$ cat src/rtl/id_ex_pipe_stage.sv
// ID/EX pipeline stage: decodes an RV32I instruction word into register
// indices, hazard qualifiers and a sign-extended immediate. It holds the
// result in an output entry, with an optional skid entry, behind a
// valid/ready handshake. It also counts cycles in which execute was
// starved of work.
module id_ex_pipe_stage #(
  parameter int XLEN    = 32,
  parameter int PC_W    = 32,
  parameter int SKID_EN = 1,
  parameter int CNT_W   = 16
) (
  input  logic              clk,
  input  logic              rst,
  input  logic              flush,
  input  logic              in_valid,
  output logic              in_ready,
  input  logic [31:0]       in_instr,
  input  logic [PC_W-1:0]   in_pc,
  output logic              out_valid,
  input  logic              out_ready,
  output logic [PC_W-1:0]   out_pc,
  output logic [6:0]        out_opcode,
  output logic [2:0]        out_funct3,
  output logic [6:0]        out_funct7,
  output logic [4:0]        out_rs1,
  output logic [4:0]        out_rs2,
  output logic [4:0]        out_rd,
  output logic              out_uses_rs1,
  output logic              out_uses_rs2,
  output logic              out_writes_rd,
  output logic [XLEN-1:0]   out_imm,
  output logic [CNT_W-1:0]  bubble_cnt
);

  localparam logic [6:0] OPC_LOAD   = 7'b0000011;
  localparam logic [6:0] OPC_OPIMM  = 7'b0010011;
  localparam logic [6:0] OPC_JALR   = 7'b1100111;
  localparam logic [6:0] OPC_STORE  = 7'b0100011;
  localparam logic [6:0] OPC_BRANCH = 7'b1100011;
  localparam logic [6:0] OPC_LUI    = 7'b0110111;
  localparam logic [6:0] OPC_AUIPC  = 7'b0010111;
  localparam logic [6:0] OPC_JAL    = 7'b1101111;
  localparam logic [6:0] OPC_OP     = 7'b0110011;

  // One entry: pc, opcode, funct3, funct7, rs1, rs2, rd, 3 qualifiers, imm.
  localparam int EW = PC_W + 7 + 3 + 7 + 15 + 3 + XLEN;

  typedef enum logic [1:0] {ST_EMPTY, ST_ONE, ST_TWO} state_e;

  state_e          state_q, state_d;
  logic [EW-1:0]   out_q, out_d;
  logic [EW-1:0]   skd_q, skd_d;
  logic            in_ready_q, in_ready_d;
  logic [CNT_W-1:0] cnt_q, cnt_d;
  logic [EW-1:0]   dec;
  logic            accept;

  // Combinational decode of the incoming word into a packed entry.
  always_comb begin
    logic [6:0]  opc;
    logic [31:0] imm32;
    logic        known, u1, u2, wr;
    opc   = in_instr[6:0];
    imm32 = '0;
    known = 1'b1;
    case (opc)
      OPC_LOAD, OPC_OPIMM, OPC_JALR:
        imm32 = {{20{in_instr[31]}}, in_instr[31:20]};
      OPC_STORE:
        imm32 = {{20{in_instr[31]}}, in_instr[31:25], in_instr[11:7]};
      OPC_BRANCH:
        imm32 = {{19{in_instr[31]}}, in_instr[31], in_instr[7],
                 in_instr[30:25], in_instr[11:8], 1'b0};
      OPC_LUI, OPC_AUIPC:
        imm32 = {in_instr[31:12], 12'b0};
      OPC_JAL:
        imm32 = {{11{in_instr[31]}}, in_instr[31], in_instr[19:12],
                 in_instr[20], in_instr[30:21], 1'b0};
      OPC_OP:
        imm32 = '0;
      default: begin
        imm32 = '0;
        known = 1'b0;
      end
    endcase
    u1  = known && (opc != OPC_LUI) && (opc != OPC_AUIPC) && (opc != OPC_JAL);
    u2  = (opc == OPC_OP) || (opc == OPC_STORE) || (opc == OPC_BRANCH);
    wr  = known && (opc != OPC_STORE) && (opc != OPC_BRANCH) && (in_instr[11:7] != 5'd0);
    dec = {in_pc, opc, in_instr[14:12], in_instr[31:25],
           u1 ? in_instr[19:15] : 5'd0,
           u2 ? in_instr[24:20] : 5'd0,
           wr ? in_instr[11:7]  : 5'd0,
           u1, u2, wr,
           {{(XLEN-31){imm32[31]}}, imm32[30:0]}};
  end

  assign in_ready  = (SKID_EN != 0) ? in_ready_q : ((state_q == ST_EMPTY) || out_ready);
  assign accept    = in_valid && in_ready;
  assign out_valid = (state_q != ST_EMPTY);

  assign {out_pc, out_opcode, out_funct3, out_funct7, out_rs1, out_rs2, out_rd,
          out_uses_rs1, out_uses_rs2, out_writes_rd, out_imm} = out_q;
  assign bubble_cnt = cnt_q;

  // Next-state and entry movement; flush overrides the occupancy outcome.
  always_comb begin
    state_d = state_q;
    out_d   = out_q;
    skd_d   = skd_q;
    case (state_q)
      ST_EMPTY: begin
        if (accept) begin
          state_d = ST_ONE;
          out_d   = dec;
        end
      end
      ST_ONE: begin
        if (accept && out_ready) begin
          out_d = dec;
        end else if (accept) begin
          state_d = ST_TWO;
          skd_d   = dec;
        end else if (out_ready) begin
          state_d = ST_EMPTY;
        end
      end
      ST_TWO: begin
        if (out_ready) begin
          state_d = ST_ONE;
          out_d   = skd_q;
        end
      end
      default: state_d = ST_EMPTY;
    endcase
    if (flush) state_d = ST_EMPTY;
    in_ready_d = (state_d != ST_TWO);
  end

  // Starvation counter: execute ready but nothing to give it; saturates.
  always_comb begin
    cnt_d = cnt_q;
    if (out_ready && !out_valid && !flush && !(&cnt_q))
      cnt_d = cnt_q + CNT_W'(1);
  end

  // State, entries and counter registers; reset clears everything.
  always_ff @(posedge clk or posedge rst) begin
    if (rst) begin
      state_q    <= ST_EMPTY;
      out_q      <= '0;
      skd_q      <= '0;
      in_ready_q <= 1'b1;
      cnt_q      <= '0;
    end else begin
      state_q    <= state_d;
      out_q      <= out_d;
      skd_q      <= skd_d;
      in_ready_q <= in_ready_d;
      cnt_q      <= cnt_d;
    end
  end

endmodule

$ cat config.mk
export PLATFORM = sky130hd
export DESIGN_NAME = id_ex_pipe_stage
export DESIGN_NICKNAME = d
export VERILOG_FILES = /design/src/rtl/id_ex_pipe_stage.sv
export SDC_FILE = /design/constraint.sdc
export NUM_CORES = 1
export LEC_CHECK = 0
export ABC_AREA = 1
export BUFFER_PORTS_ARGS = -buffer_cell sky130_fd_sc_hd__buf_2
export CAP_MARGIN = 30
export CORE_MARGIN = 3
export CORE_UTILIZATION = 60
export CTS_CLUSTER_DIAMETER = 50
export DETAILED_ROUTE_END_ITERATION = 10
export GPL_TIMING_DRIVEN = 0
export PLACE_DENSITY = 0.86
export SYNTH_ARGS = -nofsm -noshare
export SYNTH_HDL_FRONTEND = slang
export SYNTH_SLANG_ARGS = --single-unit
$ cat constraint.sdc
create_clock -name clk -period 10.8 [get_ports clk]
set_input_delay 2.16 -clock clk [delete_from_list [all_inputs] [get_ports clk]]
set_output_delay 2.16 -clock clk [all_outputs]
set_load 0.1 [all_outputs]
## Yosys cells after proc, flatten, opt, wreduce, memory -nomap -nowiden

Index checks and enable logic that the tools add are counted.

| word-level totals | value |
|---|---|
| bits in registers | 217 |
| input port bits | 69 |
| logic and storage cells | 69 |

| operators by class | value |
|---|---|
| add/subtract/negate cells | 1 |
| equality and inequality tests | 20 |
| mux-type cells | 16 |
| bitwise gates (word level) | 1 |
| reduce and logical (&&, ||, !) cells | 26 |

Operators with widths:

| operator | number |
|---|---|
| $mux W99 | 3 |
| $pmux W99 S3 | 1 |
| $pmux W32 S5 | 1 |
| $eq A7 B6 Y1 const B | 3 |
| $eq A7 B7 Y1 const B | 3 |
| $add A16 B1 Y16 const B | 1 |
| $reduce_and A16 Y1 | 1 |
| $mux W5 | 3 |
| $eq A7 B5 Y1 const B | 2 |
| $ne A7 B6 Y1 const B | 2 |
| $ne A7 B7 Y1 const B | 2 |
| $mux W2 | 6 |
| $logic_and A1 B1 Y1 | 11 |
| $reduce_or A9 Y1 | 1 |
| $ne A2 B2 Y1 const B | 4 |
| $eq A7 B2 Y1 const B | 1 |
| $ne A7 B5 Y1 const B | 1 |
| $pmux W2 S3 | 1 |
| $reduce_bool A5 Y1 | 1 |
| $reduce_and A4 Y1 | 1 |
| $logic_not A1 Y1 | 3 |
| $reduce_and A3 Y1 | 1 |
| $reduce_bool A3 Y1 | 1 |
| $reduce_or A3 Y1 | 1 |
| other kinds (8) | 9 |

## Longest topological paths before layout

Gate-level depths: netlist of run 1.

| depth | value |
|---|---|
| word-level depth | 9 |
| depth in mapped cells | 11 |
| mapped depth without buffers | 11 |

## Worst setup path after synthesis of run 1

OpenSTA, ideal clock, no wires.

| path | value |
|---|---|
| path kind | register to output |
| start point | register state_q[0] |
| end point | output port out_valid |
| arrival time | 1,060 ps |
| slack | 7,580 ps |
| cell stages (with the launch flop) | 3 |
| buffers on the path | 0 |
| path through | dfrtp_1 > inv_1 > nand2_1 |

| between the ends | value |
|---|---|
| word-level cells in the longest chain between the ends | 1 |

RTL lines:

| element | line | RTL |
|---|---|---|
| start, declared | 50 | `state_e state_q, state_d;` |
| start signal, assigned | 155 | `state_q <= state_d;` |
| $reduce_bool A2 Y1 | 99 | `assign out_valid = (state_q != ST_EMPTY);` |
| end, declared | 19 | `output logic out_valid,` |

No other way between the ends.

## Worst setup path after layout of run 1

| path | value |
|---|---|
| start point | register cnt_q[8] (netlist: bubble_cnt[8]) |
| end point | output port bubble_cnt[8] |

RTL lines:

| element | line | RTL |
|---|---|---|
| start, declared | 54 | `logic [CNT_W-1:0] cnt_q, cnt_d;` |
| start signal, assigned | 159 | `cnt_q <= cnt_d;` |
| end, declared | 32 | `output logic [CNT_W-1:0] bubble_cnt` |

No word-level cell between the ends.

==> results.sh, run 1 <==
export IMPL_antenna_found_initial=3
export IMPL_ys_seq_elements=217
export IMPL_power_leakage_nw=6.16
export IMPL_clk_pin_slew_ns=0.06
export IMPL_hold_class="register to register"
export IMPL_first_global_vias=8704
export IMPL_synth_fp_nets=1246
export IMPL_top_usage_layer="met2"
export IMPL_numPortBuffers=185
export IMPL_min_period_ns=3.63
export IMPL_grt_start_max_net_pins=138
export IMPL_die_area_mm2=0.0178
export IMPL_area_delta_synth_final_pct=20.7
export IMPL_wirelength_mm=28.3
export IMPL_hold_slack_ns=0.475
export IMPL_clk_latency_ns=0.51
export IMPL_worst_slew_pin_slew_ns=0.696
export IMPL_pwr_density_cell_mw_per_mm2=218
export IMPL_max_freq_ghz=0.275
export IMPL_pre_cts_slack_ns=6.91
export IMPL_cts_tree="built"
export IMPL_run_status="finished clean"
export IMPL_start_kind="register"
export IMPL_ys_seq_area_share_pct=55.6
export IMPL_vias=9184
export IMPL_netlist_instances=1176
export IMPL_dp_hpwl_mm=19.7
export IMPL_cts_made_buffers=24
export IMPL_drv_cap=0
export IMPL_drive_gt1_share_pct=20.2
export IMPL_hold_viol_final=0
export IMPL_arrival_ns=1.47
export IMPL_path_cells="buf_2"
export IMPL_ant_nets=0
export IMPL_firstDrtPassIters=5
export IMPL_cts_resized=0
export IMPL_place_congestion=0.931
export IMPL_globalRouteOverflowTotal=0
export IMPL_grt_usage_pct=31.3
export IMPL_yosys_area_top_type="dfrtp_1"
export IMPL_end_kind="output pin"
export IMPL_grt_pass1_wl_mm=44.8
export IMPL_worst_path_max_fanout=7
export IMPL_drc=0
export IMPL_drv_slew=0
export IMPL_slew_headroom_pct=53.6
export IMPL_synth_yosys_warnings=0
export IMPL_peakVddDrop_mv=0.137
export IMPL_use_met3_pct=5.10
export IMPL_use_met1_pct=43.5
export IMPL_coreArea_mm2=0.0155
export IMPL_path_class="register to output pin"
export IMPL_netlist_area_leader_share_pct=55.4
export IMPL_ctsHoldBuffers=0
export IMPL_worstPathBufferInverterCount=1
export IMPL_die_x_um=134
export IMPL_placed_area_mm2=0.0110
export IMPL_synth_area_top_cells="dfrtp_1, nand2_1, nor2_1"
export IMPL_slowest_stage="dfrtp_1"
export IMPL_path_delay_family="flip-flops"
export IMPL_wl_per_cell_um=17.5
export IMPL_dr_first_iter_drc_count=1193
export IMPL_htreeDepth=1
export IMPL_synth_cell_types=33
export IMPL_cp_slowest_stage_delay_ns=0.48
export IMPL_fin_nets=1458
export IMPL_rsz0062_at_grt="false"
export IMPL_io_pins=186
export IMPL_clock_skew_ns=0.0139
export IMPL_clk_path_buf_depth=3
export IMPL_setup_slack_ns=7.17
export IMPL_fin_area_mm2=0.0118
export IMPL_initial_utilization_pct=62.8
export IMPL_post_route_period_util_pct=33.7
export IMPL_syn_avg_cell_area_um2=8.30
export IMPL_setup_viol=0
export IMPL_final_setup_tns_ns=0
export IMPL_syn_area_mm2=0.00976
export IMPL_cts_sinks=217
export IMPL_via_per_inst=5.68
export IMPL_required_ns=8.64
export IMPL_cts_root_buf="clkbuf_16"
export IMPL_rows=45
export IMPL_cts_setup_buffers=0
export IMPL_die_y_um=134
export IMPL_use_met2_pct=50.1
## final timing paths
path                            depth (start not counted)          start  slack (ns)             to
worst max-delay path                                    1  bubble_cnt[8]        7.17  bubble_cnt[8]
worst min-delay path                                    2      out_q[18]        0.48      out_q[18]
worst max register to register                          7     state_q[0]        8.72      skd_q[51]
worst min register to register                          2      out_q[18]        0.48      out_q[18]
max in group asynchronous                               3            rst        8.04      out_q[44]
min in group asynchronous                               2            rst        1.71      out_q[12]
## area by class of cell
class | count | area [µm²]
Sequential cell | 217 | 5430
Multi-Input combinational cell | 824 | 3770
Fill cell | 1120 | 3750
Timing Repair Buffer | 186 | 953
Clock buffer | 31 | 688
Buffer | 69 | 314
Tap cell | 211 | 264
Inverter | 66 | 255
Clock inverter | 11 | 104
Antenna cell | 3 | 7.51
## metal layers
metal	routed length, µm	vias up
li1	-	4233
met1	11400	4367
met2	13300	497
met3	2660	87
met4	1030	0
met5	0	-
## placed cells by master (no fill, tap or decap), types with 3 or more instances in the layout
cell,n
dfrtp_1,216
o21ai_1,8
inv_1,57
nand4_1,8
nor2_2,5
a31oi_1,53
clkbuf_16,25
nand3_1,40
a22oi_1,7
buf_2,208
nor3_1,8
clkbuf_8,4
nand2_1,414
o31ai_1,5
xor2_1,10
clkinv_4,3
nand2_4,7
o21ai_0,65
clkinv_2,3
inv_2,8
xnor2_1,4
o211ai_1,10
a21oi_1,61
clkbuf_1,41
diode_2,3
buf_4,5
nor2_1,109
## synth_stat cells
master / number
buf_6: 1
nand4_1: 8
o31ai_1: 5
nor3b_1: 1
a21oi_1: 61
o21ai_0: 65
o21ai_1: 8
a21oi_2: 1
dfrtp_1: 216
nand3_2: 2
a22oi_1: 7
nor3_1: 8
o211ai_2: 1
nor2_8: 2
o211ai_1: 10
xor2_1: 10
inv_1: 58
a31oi_1: 53
inv_2: 8
nand3_1: 40
clkbuf_1: 39
nor2_2: 5
nand2_1: 414
buf_4: 5
nand2_4: 7
ha_1: 1
buf_2: 23
o21a_1: 1
nor2_1: 109
nand2_2: 1
xnor2_1: 4
dfstp_2: 1
buf_1: 1
## state kept, by name, indices dropped and copies added, names as in the netlist
register and count:
out_q 99, in_ready 1, bubble_cnt 16, skd_q 99, state_q 2
## metrics by stage
step	util (%)	power, mW	std cells
detailed placement	70.7	1.76	1573
CTS	75.8	2.57	1615
global placement	70.5	1.74	1572
floorplan	-	1.60	1176
global route	75.8	2.66	1618
finish	75.8	2.57	1618
## where the power goes
part | leakage, nW | switching, mW | internal [mW]
registers | 2.75 | 0.0755 | 0.936
clock network | 0.387 | 0.337 | 0.476
logic | 3.03 | 0.615 | 0.127
total | 6.16 | 1.03 | 1.54
## cell families after synthesis
family | count (synthesis) | share of synthesized area [%]
buf+inv | 135 | 5.75
fa+ha+maj | 1 | 0.128
simple gates | 597 | 25.0
xor+xnor | 14 | 1.26
flops | 217 | 55.6
compound gates | 212 | 12.3
(Power assumes the default switching activity.)
==> run 2: changes to the inputs <==
--- a/config.mk
+++ b/config.mk
@@ -9,11 +9,11 @@
 export BUFFER_PORTS_ARGS = -buffer_cell sky130_fd_sc_hd__buf_2
 export CAP_MARGIN = 30
 export CORE_MARGIN = 3
-export CORE_UTILIZATION = 60
+export CORE_UTILIZATION = 50
 export CTS_CLUSTER_DIAMETER = 50
 export DETAILED_ROUTE_END_ITERATION = 10
 export GPL_TIMING_DRIVEN = 0
-export PLACE_DENSITY = 0.86
+export PLACE_DENSITY = 0.77
 export SYNTH_ARGS = -nofsm -noshare
 export SYNTH_HDL_FRONTEND = slang
 export SYNTH_SLANG_ARGS = --single-unit
==> constraint.sdc (replaced) <==
create_clock -name clk -period 3 [get_ports clk]
set_input_delay 0.6 -clock clk [delete_from_list [all_inputs] [get_ports clk]]
set_output_delay 0.6 -clock clk [all_outputs]
set_load 0.1 [all_outputs]
==> run 2 against run 1 <==
  * Combinational power rose to 3.6 times the previous value
  * Non-clock buffer count rose by 5
  * Clock skew fell by 0.0055 ns
  * Total power rose to 3.7 times the previous value
  * Register-to-register slack got worse by 7.8 ns
  * Setup slack got worse by 6.3 ns
  * Largest power group unchanged
  * Utilization fell by 12 points
  * First-iteration DRC count fell by 41%
==> results.sh, run 2 (synthesis gave the netlist of run 1 again) <==
export IMPL_worst_path_max_fanout=10
export IMPL_final_cell_mix="nand2_1, dfrtp_1, buf_2"
export IMPL_drive_gt1_share_pct=20.3
export IMPL_clk_latency_ns=0.52
export IMPL_reg2reg_depth=7
export IMPL_top_layer="met4"
export IMPL_p_sw_share_pct=38.4
export IMPL_cts_setup_buffers=0
export IMPL_clk_path_buf_depth=3
export IMPL_dp_hpwl_mm=20.5
export IMPL_numPortBuffers=185
export IMPL_p_int_mw=5.89
export IMPL_globalRouteOverflowTotal=0
export IMPL_drc=0
export IMPL_rrSetupSlack_ns=0.87
export IMPL_fin_area_mm2=0.0120
export IMPL_required_ns=3.44
export IMPL_fin_total_pwr_mw=9.56
export IMPL_hold_slack_ns=0.139
export IMPL_p_comb_share_pct=28.0
export IMPL_wl_met1_mm=11.7
export IMPL_coreArea_mm2=0.0190
export IMPL_vias=9008
export IMPL_die_area_mm2=0.0212
export IMPL_path_cells="nand2_1 > nor2_1 > o21ai_1 > inv_2 > clkbuf_1 > nor2_1 > a21oi_1"
export IMPL_path_delay_family="buffers and inverters"
export IMPL_path_class="register to register"
export IMPL_dr_first_iter_drc_count=706
export IMPL_utilization_pct=63.5
export IMPL_cts_tree="built"
export IMPL_die_y_um=146
export IMPL_min_period_ns=2.13
export IMPL_power_frac_clock_pct=34.0
export IMPL_die_x_um=146
export IMPL_post_route_period_util_pct=70.9
export IMPL_start_kind="register"
export IMPL_final_setup_tns_ns=0
export IMPL_cp_slowest_stage_delay_ns=0.63
export IMPL_hold_class="input pin to async pin"
export IMPL_worst_r2r_endpoint="out_q[46]"
export IMPL_grt_start_max_net_pins=39
export IMPL_fin_nets=1465
export IMPL_wl_met3_mm=2.33
export IMPL_wl_per_cell_um=17.1
export IMPL_rsz0062_at_grt="false"
export IMPL_ant_nets=0
export IMPL_route_met2_wl_mm=13.4
export IMPL_final_common_cell="nand2_1"
export IMPL_via_per_inst=5.39
export IMPL_antenna_found_initial=0
export IMPL_wirelength_mm=28.5
export IMPL_setup_slack_ns=0.873
export IMPL_dp_cells=1627
export IMPL_place_congestion=0.915
export IMPL_initial_utilization_pct=51.5
export IMPL_peakVddDrop_mv=0.521
export IMPL_pre_cts_slack_ns=0.605
export IMPL_placed_area_mm2=0.0111
export IMPL_cts_sinks=217
export IMPL_rows=50
export IMPL_io_pins=186
export IMPL_max_freq_ghz=0.470
export IMPL_hold_viol_final=0
export IMPL_pwr_share_seq_pct=38.0
export IMPL_end_kind="register"
export IMPL_clock_skew_ns=0.00842
export IMPL_grt_usage_pct=26.5
export IMPL_worst_slew_pin_slew_ns=0.797
export IMPL_r2r_start="in_ready"
export IMPL_slowest_stage="clkbuf_1"
export IMPL_crit_path_frequent_cell="nor2_1"
export IMPL_area_delta_synth_final_pct=23.2
export IMPL_slew_headroom_pct=46.9
export IMPL_worstPathBufferInverterCount=2
export IMPL_drv_slew=0
export IMPL_arrival_ns=2.56
export IMPL_run_status="finished clean"
export IMPL_ctsHoldBuffers=0
export IMPL_power_switching_mw=3.67
export IMPL_htreeDepth=1
export IMPL_pwr_density_cell_mw_per_mm2=795
export IMPL_firstDrtPassIters=6
export IMPL_grt_pass1_wl_mm=46.0
export IMPL_final_instance_count_excl_fill=1672
export IMPL_setup_viol=0
export IMPL_cts_made_buffers=26
export IMPL_clk_pin_slew_ns=0.06
export IMPL_first_global_vias=8924
export IMPL_power_leakage_nw=6.24
export IMPL_cts_root_buf="clkbuf_16"
export IMPL_drv_cap=0
export IMPL_cts_resized=0
==> run 2: worst max path at each step <==
stage                   from             to  slack (ns)  cells past startpoint
2_1_floorplan            rst  bubble_cnt[0]       -0.43                      1
6_report            in_ready      out_q[46]        0.87                      7
5_1_grt             in_ready      out_q[92]        0.79                      7
4_1_cts        bubble_cnt[8]  bubble_cnt[8]        0.92                      1
3_5_place_dp        in_valid      skd_q[33]        0.60                      7
3_3_place_gp             rst      out_q[93]       -1.71                      2
==> run 2: power groups by stage <==
stage | Clock (mW) | Combinational, mW | Sequential (mW)
2_1_floorplan | 0 | 0.645 | 5.12
3_3_place_gp | 0 | 2.62 | 3.66
3_5_place_dp | 0 | 2.68 | 3.67
4_1_cts | 3.28 | 2.69 | 3.62
5_1_grt | 3.42 | 2.83 | 3.68
6_report | 3.25 | 2.68 | 3.63
==> run 2: area by class of cell <==
cell class                      instances  area [µm²]
Sequential cell                       217        5430
Inverter                               66         251
Multi-Input combinational cell        824        3770
Fill cell                            1626        6930
Tap cell                              260         325
Buffer                                 69         314
Clock buffer                           36         739
Clock inverter                          8         149
Antenna cell                            1        2.50
Timing Repair Buffer                  191        1050
==> run 2: layer usage <==
layer	global-route usage, %	up-vias
met4	10.6	0
met3	4.05	71
met1	36.2	4281
li1	-	4248
met5	0	-
met2	43.0	408
==> run 2: worst register-to-register path, cell delays in order (launching register included) <==
cell      delay (ns)
dfstp_2         0.52
nand2_1         0.06
nor2_1          0.14
o21ai_1         0.16
inv_2           0.22
clkbuf_1        0.64
nor2_1          0.12
a21oi_1         0.19
==> run 3: changes to the inputs <==
--- a/config.mk
+++ b/config.mk
@@ -9,11 +9,11 @@
 export BUFFER_PORTS_ARGS = -buffer_cell sky130_fd_sc_hd__buf_2
 export CAP_MARGIN = 30
 export CORE_MARGIN = 3
-export CORE_UTILIZATION = 50
+export CORE_UTILIZATION = 56
 export CTS_CLUSTER_DIAMETER = 50
 export DETAILED_ROUTE_END_ITERATION = 10
 export GPL_TIMING_DRIVEN = 0
-export PLACE_DENSITY = 0.77
+export PLACE_DENSITY = 0.82
 export SYNTH_ARGS = -nofsm -noshare
 export SYNTH_HDL_FRONTEND = slang
 export SYNTH_SLANG_ARGS = --single-unit
==> constraint.sdc (replaced) <==
create_clock -name clk -period 2.1 [get_ports clk]
set_input_delay 0.42 -clock clk [delete_from_list [all_inputs] [get_ports clk]]
set_output_delay 0.42 -clock clk [all_outputs]
set_load 0.1 [all_outputs]
==> run 3 against run 2 <==
  * Count of clock-buffer cells in the layout down 2
  * Flip-flop and latch count unchanged
  * Global-route usage up 2.8 points
  * Worst hold slack worse by 0.11 ns
  * First-iteration DRC count up 19%
  * Clock skew up 0.0040 ns
  * Clock power up 41%
  * Cell count down 2.5%
  * Final area down 0.67%
  * Sequential power up 43%
  * Setup slack worse by 0.75 ns
  * Non-clock buffer count down 1
  * Critical path type unchanged
  * Critical endpoint is now skd_q[40]
  * Highest routed layer unchanged
==> results.sh, run 3 (synthesis gave the netlist of run 1 again) <==
export IMPL_cp_endpoint="skd_q[40]"
export IMPL_firstDrtPassIters=7
export IMPL_peakVddDrop_mv=0.731
export IMPL_grt_pass1_wl_mm=46.2
export IMPL_cp_slowest_stage_delay_ns=0.50
export IMPL_fin_area_mm2=0.0119
export IMPL_drive_gt1_share_pct=20.6
export IMPL_fin_total_pwr_mw=13.6
export IMPL_path_cells="inv_1 > nor2_1 > nand2_1 > clkbuf_1 > clkbuf_1 > nand2_1 > o31ai_1"
export IMPL_power_leakage_nw=6.24
export IMPL_fin_nets=1462
export IMPL_hold_class="input pin to async pin"
export IMPL_via_per_inst=5.56
export IMPL_grt_start_max_net_pins=42
export IMPL_htreeDepth=1
export IMPL_rows=47
export IMPL_setup_viol=0
export IMPL_startpoint="state_q[0]"
export IMPL_placed_area_mm2=0.0111
export IMPL_cts_sinks=217
export IMPL_die_area_mm2=0.0191
export IMPL_area_delta_synth_final_pct=22.4
export IMPL_globalRouteOverflowTotal=0
export IMPL_numPortBuffers=185
export IMPL_end_kind="register"
export IMPL_initial_utilization_pct=58.0
export IMPL_required_ns=2.53
export IMPL_cts_tree="built"
export IMPL_slowest_stage="clkbuf_1"
export IMPL_cts_made_buffers=24
export IMPL_io_pins=186
export IMPL_place_congestion=0.939
export IMPL_max_freq_ghz=0.505
export IMPL_clk_latency_ns=0.53
export IMPL_drv_slew=0
export IMPL_final_cell_mix="nand2_1, dfrtp_1, buf_2"
export IMPL_rsz0062_at_grt="false"
export IMPL_r2r_start="state_q[0]"
export IMPL_antenna_found_initial=0
export IMPL_worstPathBufferInverterCount=3
export IMPL_slew_headroom_pct=49.1
export IMPL_pwr_density_cell_mw_per_mm2=1140
export IMPL_die_y_um=138
export IMPL_worst_r2r_endpoint="skd_q[40]"
export IMPL_crit_cells=7
export IMPL_first_global_vias=8886
export IMPL_n_antenna_cell=0
export IMPL_worst_slew_pin_slew_ns=0.762
export IMPL_ant_nets=0
export IMPL_path_class="register to register"
export IMPL_rrSetupSlack_ns=0.12
export IMPL_clk_pin_slew_ns=0.06
export IMPL_cts_root_buf="clkbuf_16"
export IMPL_start_kind="register"
export IMPL_drc=0
export IMPL_vias=9058
export IMPL_wirelength_mm=28.5
export IMPL_grt_usage_pct=29.3
export IMPL_wl_per_cell_um=17.5
export IMPL_min_period_ns=1.98
export IMPL_die_x_um=138
export IMPL_dp_hpwl_mm=19.9
export IMPL_pre_cts_slack_ns=-0.0224
export IMPL_hold_viol_final=0
export IMPL_setup_slack_ns=0.119
export IMPL_worst_path_max_fanout=10
export IMPL_final_common_cell="nand2_1"
export IMPL_arrival_ns=2.41
export IMPL_ctsHoldBuffers=0
export IMPL_path_delay_family="buffers and inverters"
export IMPL_reg2reg_depth=7
export IMPL_drv_cap=0
export IMPL_nFillCells=1336
export IMPL_clk_path_buf_depth=3
export IMPL_clock_skew_ns=0.0124
export IMPL_post_route_period_util_pct=94.3
export IMPL_run_status="finished clean"
export IMPL_dr_first_iter_drc_count=841
export IMPL_coreArea_mm2=0.0168
export IMPL_utilization_pct=71.0
run 3: changes by cell type in the layout (fill, tap and decap cells not counted), sizes merged:
cell,change
clkbuf,-2
clkinv,+2
inv,+1
clkinvlp,-1
diode,-1
buf,-1
run 3: worst reg2reg max path, stage by stage, from the launching register on:
cell and delay (ns):
dfrtp_1 0.40, inv_1 0.08, nor2_1 0.05, nand2_1 0.12, clkbuf_1 0.50, clkbuf_1 0.47
nand2_1 0.16, o31ai_1 0.10
run 3: how the worst min path moves through the flow:
stage,startpoint,slack (ns),end
after floorplan,skd_q[47],0.45,skd_q[47]
after global placement,out_q[19],0.46,out_q[19]
after detailed placement,out_q[38],0.46,out_q[38]
after CTS,rst,0.03,skd_q[16]
after global routing,rst,0.07,out_q[14]
final,rst,0.03,out_q[14]
run 3: power breakdown:
group	switching [mW]	internal [mW]	leakage, nW
Combinational	3.15	0.667	3.06
Clock	1.73	2.85	0.431
Sequential	0.377	4.81	2.75
Total	5.27	8.33	6.24
run 3: layout make-up:
type	count	area [µm²]	area share, %
Clock inverter	10	170	1.42
Inverter	66	251	2.10
Clock buffer	34	708	5.93
Tap cell	220	275	2.30
Timing Repair Buffer	190	1030	8.59
Sequential cell	217	5430	45.5
Buffer	69	317	2.65
Multi-Input combinational cell	824	3770	31.5
run 3: per-layer routing:
metal  vias up  global-route usage (%)  part of all wire (%)
met5         -                       0                     0
met4         0                    10.3                   3.3
met3        72                    5.56                   8.9
met2       459                    47.6                    47
met1      4287                    40.1                    40
li1       4240                       -                     -
run 3: through the flow:
step                      instances  hold WS, ns  TNS (ns)
after floorplan                1176        0.448   -248.07
after global placement         1581        0.460   -525.28
after detailed placement       1586        0.460   -0.0506
after CTS                      1630       0.0347         0
after global routing           1630       0.0725         0
final                          1630       0.0290         0
run 3: what timing repair did:
item                                    4_1_cts  5_1_grt
endpoints found under the setup margin        0       18
gates resized for setup                       0        4
buffers inserted                              0        0
